--- src/rtl/mem_arb_pkg.sv ---
// mem_arb_pkg: shared types and constants for the two-master memory bus arbiter.
package mem_arb_pkg;
    typedef enum logic {IDLE, BUSY} arb_state_t;
    typedef enum logic {REQ_INSTR, REQ_DATA} req_id_t;
    localparam int WAIT_CNT_W = 4;
endpackage

--- src/rtl/rr_arbiter_2.sv ---
// rr_arbiter_2: combinational two-way pick; req[0]=instr, req[1]=data.
module rr_arbiter_2 import mem_arb_pkg::*; (
    input  logic [1:0] req,
    input  req_id_t    last_grant,
    input  logic       fixed_priority,
    output req_id_t    grant
);
    // On conflict the data port wins unless it was the last one served in round-robin mode
    always_comb
        grant = (req == 2'b11) ? ((fixed_priority || last_grant == REQ_INSTR) ? REQ_DATA : REQ_INSTR)
                               : (req[1] ? REQ_DATA : REQ_INSTR);
endmodule

--- src/rtl/mem_bus_arbiter.sv ---
// mem_bus_arbiter: shares one memory port between fetch and data masters with waitrequest handshaking.
// Define ARB_STATS_EN to add grant/conflict statistics counters.
module mem_bus_arbiter import mem_arb_pkg::*; #(
    parameter int WAIT_STATES   = 0,
    parameter int DATA_PRIORITY = 0,
    parameter int ADDR_W        = 32
) (
    input  logic              clk,
    input  logic              reset_n,
    input  logic [ADDR_W-1:0] instr_address,
    input  logic              instr_read,
    output logic              instr_waitrequest,
    output logic [31:0]       instr_readdata,
    input  logic [ADDR_W-1:0] data_address,
    input  logic              data_read,
    input  logic              data_write,
    input  logic [31:0]       data_writedata,
    output logic              data_waitrequest,
    output logic [31:0]       data_readdata,
    output logic [ADDR_W-1:0] mem_address,
    output logic              mem_read,
    output logic              mem_write,
    output logic [31:0]       mem_writedata,
    input  logic [31:0]       mem_readdata
`ifdef ARB_STATS_EN
    ,
    output logic [31:0]       stat_instr_grants,
    output logic [31:0]       stat_data_grants,
    output logic [31:0]       stat_conflicts
`endif
);
    localparam logic [WAIT_CNT_W-1:0] WS = WAIT_CNT_W'(WAIT_STATES);

    arb_state_t            state;
    logic [WAIT_CNT_W-1:0] cnt;
    req_id_t               last_grant, winner, grant;
    logic                  op_write;
    logic [31:0]           instr_hold, data_hold;

    logic data_req, done, instr_done, data_done, grant_write;
    assign data_req    = data_read || data_write;
    assign done        = state == BUSY && cnt == '0;
    assign instr_done  = done && winner == REQ_INSTR;
    assign data_done   = done && winner == REQ_DATA;
    assign grant_write = grant == REQ_DATA && data_write;

    rr_arbiter_2 u_rr (
        .req           ({data_req, instr_read}),
        .last_grant    (last_grant),
        .fixed_priority(DATA_PRIORITY != 0),
        .grant         (grant)
    );

    assign instr_waitrequest = instr_read && !instr_done;
    assign data_waitrequest  = data_req && !data_done;
    assign instr_readdata    = instr_done ? mem_readdata : instr_hold;
    assign data_readdata     = (data_done && !op_write) ? mem_readdata : data_hold;

    always_ff @(posedge clk or negedge reset_n) begin
        if (!reset_n) begin
            state         <= IDLE;
            cnt           <= '0;
            last_grant    <= REQ_INSTR;
            winner        <= REQ_INSTR;
            op_write      <= 1'b0;
            mem_read      <= 1'b0;
            mem_write     <= 1'b0;
            mem_address   <= '0;
            mem_writedata <= '0;
            instr_hold    <= '0;
            data_hold     <= '0;
        end else if (state == IDLE) begin
            if (instr_read || data_req) begin
                state       <= BUSY;
                cnt         <= WS;
                winner      <= grant;
                last_grant  <= grant;
                op_write    <= grant_write;
                mem_address <= (grant == REQ_DATA) ? data_address : instr_address;
                mem_read    <= !grant_write;
                // Strobe is registered, so with no wait states it must be raised on entry
                mem_write   <= grant_write && WS == '0;
                if (grant_write)
                    mem_writedata <= data_writedata;
            end
        end else begin
            cnt       <= (cnt != '0) ? cnt - 1'b1 : cnt;
            mem_write <= op_write && cnt == WAIT_CNT_W'(1);
            if (done) begin
                state    <= IDLE;
                mem_read <= 1'b0;
            end
            // A winner that abandoned its request does not get the response
            if (instr_done && instr_read)
                instr_hold <= mem_readdata;
            if (data_done && !op_write && data_req)
                data_hold <= mem_readdata;
        end
    end

`ifdef ARB_STATS_EN
    always_ff @(posedge clk or negedge reset_n) begin
        if (!reset_n) begin
            stat_instr_grants <= '0;
            stat_data_grants  <= '0;
            stat_conflicts    <= '0;
        end else if (state == IDLE && (instr_read || data_req)) begin
            stat_instr_grants <= stat_instr_grants + 32'(grant == REQ_INSTR);
            stat_data_grants  <= stat_data_grants + 32'(grant == REQ_DATA);
            stat_conflicts    <= stat_conflicts + 32'(instr_read && data_req);
        end
    end
`endif
endmodule

--- config.mk ---
export PLATFORM = sky130hd
export DESIGN_NAME = mem_bus_arbiter
export DESIGN_NICKNAME = d
export VERILOG_FILES = /design/src/rtl/mem_arb_pkg.sv /design/src/rtl/rr_arbiter_2.sv /design/src/rtl/mem_bus_arbiter.sv
export SDC_FILE = /design/constraint.sdc
export NUM_CORES = 1
export LEC_CHECK = 0
export ABC_AREA = 1
export BUFFER_PORTS_ARGS = -buffer_cell sky130_fd_sc_hd__buf_4
export CAP_MARGIN = 40
export CELL_PAD_IN_SITES_DETAIL_PLACEMENT = 0
export CELL_PAD_IN_SITES_GLOBAL_PLACEMENT = 2
export CORE_ASPECT_RATIO = 1.4
export CORE_UTILIZATION = 24
export DETAILED_ROUTE_END_ITERATION = 10
export HOLD_SLACK_MARGIN = 0.03
export PLACE_DENSITY = 0.87
export SLEW_MARGIN = 10
export SYNTH_ARGS = -nofsm -noshare
export SYNTH_HDL_FRONTEND = slang
export SYNTH_SLANG_ARGS = --single-unit
--- constraint.sdc ---
create_clock -name clk -period 1.9 [get_ports clk]
set_clock_uncertainty 0.2 [all_clocks]
set_input_delay 0.38 -clock clk [delete_from_list [all_inputs] [get_ports clk]]
set_output_delay 0.38 -clock clk [all_outputs]
set_load 0.02 [all_outputs]
==> results.md <==
* Reg-to-Reg End: data_hold[19]$_DFFE_PN0P_
* CP cell instances: inv_2, ha_4, nand4_4, nor2_4, buf_12, clkbuf_16, nand2_2, nand2_2, buf_6
* Sw frac at 0.408
* Routed WL per cell at 16.9 µm
* Vias in the first global route at about 7,300
* Crit end category: output pin
* Die X at ~140 µm
* Max Fclk at around 390 MHz
* Remaining DRCs at 0
* WP data arrival at between 1500 and 2000 ps
* Setup ws final at -635 ps
* Hold WC Path Type: primary input to flip-flop
* Pre-CTS setup slack at -182 ps
* First-pass GRT wire length at about 40 mm
* Drt via density at about 4.5
* Max Cap Viol at 0
* Synthesized net count at ~960
* Post-Syn Area at around 6500 µm²
* Htree depth at 4
* Via count at 7,179
* Input/output buffers at 264
* Yosys cell types at 24
* Status: finished with violations
* Placer Congestion at about 0.74
* Max-slew headroom at 0.789
* Total track usage at 0.188
* WHS Path Cells at 3
* Synthesized area per cell at between 7 and 8 µm²
* Reg2reg setup slack at -290 ps
* Data required, critical path at between 1000 and 1500 ps
* Area of the die at ~28,000 µm²
* Cell total after placement at around 1,400
* Pwr per Cell Area at 1600 nW/µm²
* Comb pwr share at 0.568
* Clk pwr share at 0.183
* Layout cells sized above 1 at 0.427
* Final setup viols at 104
* CP peak stage delay at 400 ps
* Total grt overflow at 0
* Final wirelength at around 27 mm
* First drt pass iteration count at 5
* Chip Height at ~200 µm
* Kind of critical path: flip-flop to output pin
* Worst path most repeated cell: nand2_2
* Initial DRC count at between 200 and 300
* Antenna-violating nets left at 0
* Largest net degree at the start of global routing at 67
* R2R Path Start: cnt[1]$_DFFE_PN0P_
* Area delta synth->final at 94.4%
* Antenna diodes at 0
* DPL Wire Length at 15.6 mm
* Setup Total Neg Slack at -39,640 ps
* Seq pwr share at 0.250
* Unrepaired setup endpoints after global routing: true
* CTS tree: done
* CTS Buffer Depth at 2
* Core Region at 26,300 µm²
* Hold path start: instr_address[5]
* Clock Latency Late Sink at between 400 and 500 ps
* Final Non-Filler Cells at between 1,500 and 2,000
* LEAKAGE at around 6.2 nW
* CP max stage cell: dfrtp_1
* Starting Density at 0.246
* CP Max Fanout at 5
* Ys Warns at 0
* Pint at roughly 12 mW
* Final core occ at 0.478
* Seq cells post-synth at about 140
* Num CTS Buffers at 17
* Final hold vios at 0
* Sequential area share after synthesis at 0.530
* Num Clock Sinks at 137
* Clk root buf: clkbuf_16
* Mapped Cells at 824
* Failing checks: negative setup slack
* Rows at 70
* Worst-margin pin slew at 316 ps
* IO Pins at between 200 and 300
* Switching power at 8.19 mW
* Slew Viols, Final at 0
* Worst Reg2Reg Path Length in Cells at 13
* Tmin final at about 2500 ps
* Crit path launch type: flip-flop
* Clock transition at path regs at about 60 ps
* Hold EP: mem_address[5]$_DFFE_PN0P_
* Nets at between 1,000 and 1,500
* Initial antenna violation count at 0
* Worst IR drop on VDD at roughly 0.00080 V
* Crit share post-route at 1.33
## metal layers
metal / part of all wire / up-vias / track usage
li1: - / 3486 / -
met1: 0.37 / 3409 / 0.203
met2: 0.55 / 236 / 0.346
met3: 0.052 / 48 / 0.0454
met4: 0.028 / 0 / 0.0769
met5: 0 / - / 0
## what timing repair did
item,in CTS,in global routing
buffers inserted,17,11
hold buffers,115,0
gates resized for setup,107,157
cloned,8,10
setup endpoints to repair,66,122
hold endpoints to repair,261,0
pin swaps,5,16
## worst max-delay path, delay by kind of cell (launching register included)
kind                       cells  cell delay [ps]
adders and majority gates      1              170
DFF                            1              400
and+or+nand+nor                4              440
buffers and inverters          4              520
## final cells by class
class                   instances  area (µm²)
well taps                     324         405
clock inverters                10         164
clock buffers                  22         484
flip-flops and latches        137        3430
inverters                      79         302
repair buffers                456        4510
multi-input cells             557        3270
fillers                      2485       13700
## synthesized netlist by cell type
library cell,number,share of area
a21oi_1,1,0.00077
a21oi_4,1,0.0025
buf_2,18,0.014
buf_4,7,0.0081
clkbuf_1,24,0.014
clkbuf_2,2,0.0015
clkinv_1,1,0.00058
dfrtp_1,137,0.53
ha_1,2,0.0039
inv_1,74,0.043
inv_2,4,0.0023
nand2_1,271,0.16
nand3_1,39,0.030
nand3_2,1,0.0015
nand4_1,2,0.0019
nand4_2,1,0.0019
nand4_4,1,0.0033
nor2_1,34,0.020
nor2_2,1,0.00097
nor2_4,4,0.0070
o21ai_0,156,0.12
o21ai_1,41,0.032
o22ai_1,1,0.00097
xor2_1,1,0.0014
## cell families after synthesis
group,after synthesis,share of synthesized area
compound gates,200,0.157
xor+xnor,1,0.00136
fa+ha+maj,2,0.00387
buf+inv,130,0.0834
flops,137,0.530
simple gates,354,0.224
## through the flow
| step | hold WS (ps) | cell area [µm²] | total power [mW] |
|---|---|---|---|
| floorplan | -116 | 6760 | 10.1 |
| global placement | 7.52 | 9340 | 14.1 |
| detailed placement | 4.37 | 9340 | 14.2 |
| CTS | 30.7 | 11900 | 19.6 |
| global route | 45.8 | 12600 | 21.3 |
| finish | 55.1 | 12600 | 20.1 |
## power by group through the flow
stage | Clock (mW) | Combinational [mW] | Sequential [mW]
floorplan | 0 | 4.42 | 5.70
global placement | 0 | 9.12 | 4.99
detailed placement | 0 | 9.19 | 5.03
CTS | 3.79 | 10.8 | 5.02
global route | 3.88 | 12.3 | 5.18
finish | 3.67 | 11.4 | 5.02
## cells in the final DEF (no fill, tap or decap)
master / instances
nor2_1: 33
o21ai_1: 71
ha_4: 1
o21ai_4: 20
dfrtp_1: 137
xor2_1: 1
buf_6: 79
nand3_2: 10
nand4_1: 2
clkinv_1: 1
clkinv_2: 1
nand2_1: 174
a21oi_4: 1
inv_2: 6
o21ai_2: 23
clkbuf_8: 4
buf_12: 17
nand3_1: 30
inv_1: 71
o21ai_0: 83
dlygate4sd3_1: 115
bufinv_16: 4
nand2_4: 28
nand2_2: 68
a21oi_1: 1
clkinv_4: 1
nor2_4: 4
buf_16: 6
buf_8: 4
clkinvlp_4: 4
clkbuf_16: 25
buf_4: 227
ha_1: 1
inv_6: 1
clkbuf_1: 1
nand4_4: 2
nand2_8: 1
o22ai_1: 1
nor2_2: 2
## sequential cells by signal (all words and copies together) (netlist names)
signal / flops
cnt: 4
data_hold: 32
instr_hold: 32
mem_address: 32
mem_read: 1
mem_write: 1
mem_writedata: 32
op_write: 1
state: 1
winner: 1
## how the worst max path moves through the flow
stage,start,end,slack [ps],cells after the start
after detailed placement,cnt[1]$_DFFE_PN0P_,data_readdata[0],-180,8
final,cnt[1]$_DFFE_PN0P_,data_readdata[8],-640,9
after global routing,cnt[1]$_DFFE_PN0P_,data_readdata[8],-700,9
after floorplan,cnt[0]$_DFFE_PN0P_,instr_readdata[1],-40,6
after CTS,cnt[0]$_DFFE_PN0P_,data_readdata[0],-610,8
after global placement,cnt[1]$_DFFE_PN0P_,data_readdata[15],-160,7
(Power assumes the default switching activity.)
